**src/rtl/shot_controller.sv**
```systemverilog
// Player-side front end for trajectory_calc: turns button edges into aim settings and a
// one-cycle shoot pulse, then keeps score, shot budget and the pseudo-random target.
module shot_controller #(
    parameter int          SHOTS        = 3,
    parameter logic [4:0]  LFSR_SEED    = 5'h15,
    parameter int          WAIT_TIMEOUT = 63,
    parameter int          RUN_MAX      = 7
) (
    input  logic       clk,
    input  logic       rst,
    input  logic       btn_left,
    input  logic       btn_right,
    input  logic       btn_up,
    input  logic       btn_down,
    input  logic       btn_fire,
    input  logic       btn_dir,
    input  logic       aim_sel,
    input  logic       result_valid,
    input  logic       hit,
    output logic [4:0] x_pos,
    output logic [4:0] rise_out,
    output logic [4:0] run_out,
    output logic       direction_out,
    output logic       shoot,
    output logic [4:0] target_x,
    output logic [4:0] target_y,
    output logic [7:0] score,
    output logic [2:0] shots_left,
    output logic       busy,
    output logic       game_over
);

    localparam int CNT_W = $clog2(WAIT_TIMEOUT + 1);

    typedef enum logic [2:0] {
        S_AIM,
        S_FIRE,
        S_WAIT,
        S_SCORE,
        S_OVER
    } state_t;

    typedef struct packed {
        logic dir;
        logic fire;
        logic down;
        logic up;
        logic right;
        logic left;
    } btn_t;

    function automatic logic [4:0] rotl2(input logic [4:0] v);
        return {v[2:0], v[4:3]};
    endfunction

    state_t     state, state_n;
    btn_t       btn_cur, btn_prev, btn_edge;
    logic [4:0] lfsr, lfsr_n;
    logic [CNT_W-1:0] wait_cnt, wait_cnt_n;
    logic       hit_q, hit_n;

    logic [4:0] x_n, rise_n, run_n, tx_n, ty_n;
    logic       dir_n, shoot_n;
    logic [7:0] score_n;
    logic [2:0] shots_n;

    assign btn_cur  = '{dir: btn_dir, fire: btn_fire, down: btn_down,
                        up: btn_up, right: btn_right, left: btn_left};
    assign btn_edge = btn_cur & ~btn_prev;
    assign lfsr_n   = {lfsr[3:0], lfsr[4] ^ lfsr[2]};

    assign busy      = (state == S_FIRE) || (state == S_WAIT);
    assign game_over = (state == S_OVER);

    // NOTE: every variable is given a default before the case so no path leaves it unassigned (no latches).
    always_comb begin
        state_n    = state;
        x_n        = x_pos;
        rise_n     = rise_out;
        run_n      = run_out;
        dir_n      = direction_out;
        shoot_n    = 1'b0;
        score_n    = score;
        shots_n    = shots_left;
        tx_n       = target_x;
        ty_n       = target_y;
        wait_cnt_n = wait_cnt;
        hit_n      = hit_q;

        case (state)
            S_AIM: begin
                if (btn_edge.left ^ btn_edge.right) begin
                    if (!aim_sel) begin
                        if (btn_edge.left && x_pos != 5'd0)   x_n = x_pos - 5'd1;
                        if (btn_edge.right && x_pos != 5'd31) x_n = x_pos + 5'd1;
                    end else begin
                        if (btn_edge.left && run_out > 5'd1)               run_n = run_out - 5'd1;
                        if (btn_edge.right && run_out < 5'(RUN_MAX))       run_n = run_out + 5'd1;
                    end
                end
                // Rise stays within 1..31 so the downstream calculation always terminates.
                if (btn_edge.up ^ btn_edge.down) begin
                    if (btn_edge.up && rise_out != 5'd31) rise_n = rise_out + 5'd1;
                    if (btn_edge.down && rise_out > 5'd1) rise_n = rise_out - 5'd1;
                end
                if (btn_edge.dir) dir_n = ~direction_out;
                if (btn_edge.fire) begin
                    state_n = S_FIRE;
                    shoot_n = 1'b1;
                end
            end
            S_FIRE: begin
                state_n    = S_WAIT;
                wait_cnt_n = '0;
            end
            S_WAIT: begin
                wait_cnt_n = wait_cnt + CNT_W'(1);
                if (result_valid) begin
                    hit_n   = hit;
                    state_n = S_SCORE;
                end else if (wait_cnt == CNT_W'(WAIT_TIMEOUT - 1)) begin
                    hit_n   = 1'b0;
                    state_n = S_SCORE;
                end
            end
            S_SCORE: begin
                state_n = S_AIM;
                if (hit_q) begin
                    if (score != 8'hFF) score_n = score + 8'd1;
                    tx_n = lfsr;
                    ty_n = rotl2(lfsr);
                end else begin
                    shots_n = shots_left - 3'd1;
                    if (shots_left == 3'd1) state_n = S_OVER;
                end
            end
            S_OVER: begin
                if (btn_edge.fire) begin
                    state_n = S_AIM;
                    score_n = '0;
                    shots_n = 3'(SHOTS);
                    tx_n    = lfsr;
                    ty_n    = rotl2(lfsr);
                end
            end
            default: state_n = S_AIM;
        endcase
    end

    // NOTE: sequential state uses non-blocking assignments so all flops update together on the edge.
    always_ff @(posedge clk) begin
        if (rst) begin
            state         <= S_AIM;
            // Held buttons must be released after reset before they count as a new press.
            btn_prev      <= '1;
            lfsr          <= LFSR_SEED;
            wait_cnt      <= '0;
            hit_q         <= 1'b0;
            x_pos         <= 5'd16;
            rise_out      <= 5'd1;
            run_out       <= 5'd1;
            direction_out <= 1'b1;
            shoot         <= 1'b0;
            score         <= '0;
            shots_left    <= 3'(SHOTS);
            target_x      <= LFSR_SEED;
            target_y      <= rotl2(LFSR_SEED);
        end else begin
            state         <= state_n;
            btn_prev      <= btn_cur;
            lfsr          <= lfsr_n;
            wait_cnt      <= wait_cnt_n;
            hit_q         <= hit_n;
            x_pos         <= x_n;
            rise_out      <= rise_n;
            run_out       <= run_n;
            direction_out <= dir_n;
            shoot         <= shoot_n;
            score         <= score_n;
            shots_left    <= shots_n;
            target_x      <= tx_n;
            target_y      <= ty_n;
        end
    end

endmodule
```
**config.mk**
```make
export PLATFORM = sky130hd
export DESIGN_NAME = shot_controller
export DESIGN_NICKNAME = d
export VERILOG_FILES = /design/src/rtl/shot_controller.sv
export SDC_FILE = /design/constraint.sdc
export NUM_CORES = 1
export LEC_CHECK = 0
export BUFFER_PORTS_ARGS = -buffer_cell sky130_fd_sc_hd__buf_2
export CELL_PAD_IN_SITES_DETAIL_PLACEMENT = 1
export CELL_PAD_IN_SITES_GLOBAL_PLACEMENT = 1
export CORE_ASPECT_RATIO = 2
export CORE_MARGIN = 3
export CORE_UTILIZATION = 47
export CTS_BUF_LIST = sky130_fd_sc_hd__clkbuf_8
export DETAILED_ROUTE_END_ITERATION = 10
export HOLD_SLACK_MARGIN = 0.02
export PLACE_DENSITY = 0.93
export SYNTH_ARGS = -nofsm -noshare
export SYNTH_HDL_FRONTEND = slang
export SYNTH_SLANG_ARGS = --single-unit
export TNS_END_PERCENT = 10
```
**constraint.sdc**
```tcl
create_clock -name clk -period 7.5 [get_ports clk]
set_clock_uncertainty 0.1 [all_clocks]
set_input_delay 0.75 -clock clk [delete_from_list [all_inputs] [get_ports clk]]
set_output_delay 0.75 -clock clk [all_outputs]
set_load 0.01 [all_outputs]
```
==> summary.md <==
| Metric | Value |
|---|---|
| Status | `finished, final reports clean` |
| Yosys reg bits | `54` |
| Height of the chip | `114 um` |
| Die X | `60.1 um` |
| Crit. End Element | `flop` |
| Post-Synth Adder-Cell Area | `7.56%` |
| Reg clk slew, reported paths | `0.11 ns` |
| Post-route clock period utilization | `40.4%` |
| M3 GR Usage | `4.18%` |
| Post-Syn Area per Cell | `9.19 sq um` |
| Number of global-route vias before repair | `2,346` |
| Post-CTS setup buffer count | `0` |
| Residual DRC | `0` |
| Pleak | `1.29 nW` |
| Clock Latency Late Sink | `0.32 ns` |
| Hold buffers post-CTS | `0` |
| Final setup vio count | `0` |
| Antenna Nets Post-Route | `0` |
| Initial antenna violation count | `0` |
| Initial Utilization | `49.4%` |
| RSZ-0062 raised after global routing | `no` |
| Setup TNS | `0 ns` |
| Mapped Area | `0.00275 sq mm` |
| Share of layout cells above drive strength 1 | `22.8%` |
| Die area | `0.00685 sq mm` |
| Crit path launch type | `flop` |
| Final Hold Viols | `0` |
| Post-CTS Resized | `0` |
| Combinational family with the most area after synthesis | `simple AND/OR/NAND/NOR gates` |
| Cell total after placement | `394` |
| Setup Crit Path Kind | `reg2reg` |
| Cts bufs inserted | `5` |
| Synthesized instance count | `299` |
| Routed wire per std cell | `15.3 um` |
| Simple-Gate Fraction of Synth Area | `25.3%` |
| Yosys top cell by area | `dfxtp_1` |
| First-pass GRT wire length | `10,500 um` |
| Worst endpoint required time | `7.61 ns` |
| Largest net degree at the start of global routing | `47` |
| Critical Path AT | `3.14 ns` |
| Number of synthesized flops with an enable pin | `0` |
| PwrDens | `179 mW/mm^2` |
| Peak supply drop | `151 uV` |
| GR Overflow Total | `0` |
| Slew @ Worst Pin | `0.743 ns` |
| Row count | `38` |
| RR Startpoint | `x_pos[0]$_SDFFE_PP0P_` |
| Starting DRT DRC Count | `62` |
| Synth unique cells | `53` |
| CTS tree | `yes` |
| Mapped Nets | `326` |
| Non-Filler Instances | `402` |
| Pwr Total | `0.000550 W` |
| Asr flop ratio synth | `0%` |
| Grt peak-use layer | `met2` |
| Most frequent cells after synthesis | `54 x dfxtp_1, 30 x nor2_1, 18 x xnor2_1, 16 x a21oi_1, 15 x ha_1` |
| Sequential fraction of the synthesis area | `39.4%` |
| DP Wirelength | `4650 um` |
| Synth Flop Type | `dfxtp_1` |
| Clk root buf | `clkbuf_8` |
| Mux cell area share after synthesis | `4.10%` |
| Pre-antenna DRT Iters | `4` |
| Layout area overhead | `11.9%` |
| Fmax | `0.330 GHz` |
| Vias | `2,258` |
| Final Max Tran Viols | `0` |
| Hold crit path type | `reg2reg` |
| CP max FO | `6` |
| Crit path from | `x_pos[0]$_SDFFE_PP0P_` |
| Relative slew slack | `50.5%` |
| Max Cap Viol | `0` |
| Hold Path Origin | `lfsr[0]$_SDFF_PP1_` |
| Core area | `0.00556 sq mm` |
| Clk sinks | `54` |
| Global routing usage on met2 | `36.4%` |
| H-tree levels | `2` |
| Min cycle time layout | `3.03 ns` |
| DRT Wirelength | `6150 um` |
| # diodes | `0` |
| Port bufs | `50` |
| Post-synthesis xor/xnor area fraction | `6.38%` |
| I/O pin cnt | `51` |
| Fin nets | `368` |
| Global-route total usage across every layer | `19.8%` |
| Post-synthesis compound-gate area fraction | `12.3%` |
| Top cells by area, synth | `dfxtp_1 39%, ha_1 6.8%, xnor2_1 5.7%` |
| Global-route met1 utilization | `19.8%` |
| Routability cong. | `0.750` |
| Maximum root-to-sink buffer count | `2` |
| Count leader, synth | `dfxtp_1` |
| Syn. warnings | `0` |
| Share of the synthesized area in the top cell type | `39.4%` |
| Vias per inst | `5.62` |
==> cells by family (layout without fill, tap and decap cells) <==
family                     after synthesis  after routing
and+or+nand+nor                        120            120
DFF                                     54             54
AOI/OAI and AO/OA                       51             51
buffers and inverters                   27             70
xor gates and xnor gates                20             20
adders and majority gates               16             16
muxes                                   11             11
==> routing by layer <==
| metal | part of all wire (%) | up-vias |
|---|---|---|
| met4 | 2.5 | 0 |
| met1 | 36 | 1090 |
| met5 | 0 | - |
| met2 | 58 | 45 |
| met3 | 4.0 | 13 |
| li1 | - | 1110 |
==> stage by stage <==
stage	setup slack, ns	area, sq um	utilization (%)	hold WS, ns
2_1_floorplan	4.68	2750	-	0.316
3_3_place_gp	4.44	2980	53.6	0.336
3_5_place_dp	4.17	2980	53.6	0.351
4_1_cts	4.45	3070	55.2	0.376
5_1_grt	4.25	3070	55.2	0.403
6_report	4.47	3070	55.2	0.376
==> layout make-up <==
type                            count  area (sq um)
Timing Repair Buffer               50           250
Clock buffer                        5          68.8
Multi-Input combinational cell    218          1530
Fill cell                         697          2490
Inverter                           12          45.0
Clock inverter                      3          25.0
Tap cell                           60          75.1
Sequential cell                    54          1080
==> critical path, stage by stage (launching register included) <==
cell and delay [ns]:
dfxtp_1 0.48, nand4_1 0.17, o21ai_0 0.46, ha_1 0.37
a21o_1 0.20, a21oi_1 0.18, mux2_1 0.37, o21ai_0 0.21
or3b_1 0.38
==> registers in the layout, summed over array words and instances (netlist names), 3 cells and up <==
| signal | count |
|---|---|
| btn_prev | 6 |
| run_out | 5 |
| shots_left | 3 |
| x_pos | 5 |
| state | 3 |
| score | 8 |
| target_x | 4 |
| rise_out | 5 |
| lfsr | 5 |
| wait_cnt | 6 |
==> cell usage in the layout (no fill, tap or decap), drive strengths merged, types with 9 or more instances in the layout <==
master / Yosys / layout
a21oi: 16 / 16
buf: 9 / 50
dfxtp: 54 / 54
ha: 15 / 15
inv: 12 / 13
mux2i: 9 / 9
nand2: 10 / 10
nand2b: 10 / 10
nor2: 30 / 30
nor2b: 9 / 9
nor3: 12 / 12
o21ai: 12 / 12
or2: 10 / 10
xnor2: 18 / 18
==> path summary, 6_finish.rpt <==
check	end	slack, ns	cells past startpoint
setup / recovery	x_pos[4]$_SDFFE_PP1P_	4.47	8
hold / removal	lfsr[1]$_SDFF_PP0_	0.38	1
setup reg to reg	x_pos[4]$_SDFFE_PP1P_	4.47	8
hold reg to reg	lfsr[1]$_SDFF_PP0_	0.38	1
==> where the power goes <==
group | switching [W] | internal, W | leakage [nW] | total (W)
logic | 0.0000384 | 0.0000312 | 0.801 | 0.0000696
registers | 0.0000114 | 0.000297 | 0.440 | 0.000308
clock network | 0.000105 | 0.0000676 | 0.0447 | 0.000173
total | 0.000155 | 0.000396 | 1.29 | 0.000550
(Power assumes the default switching activity.)
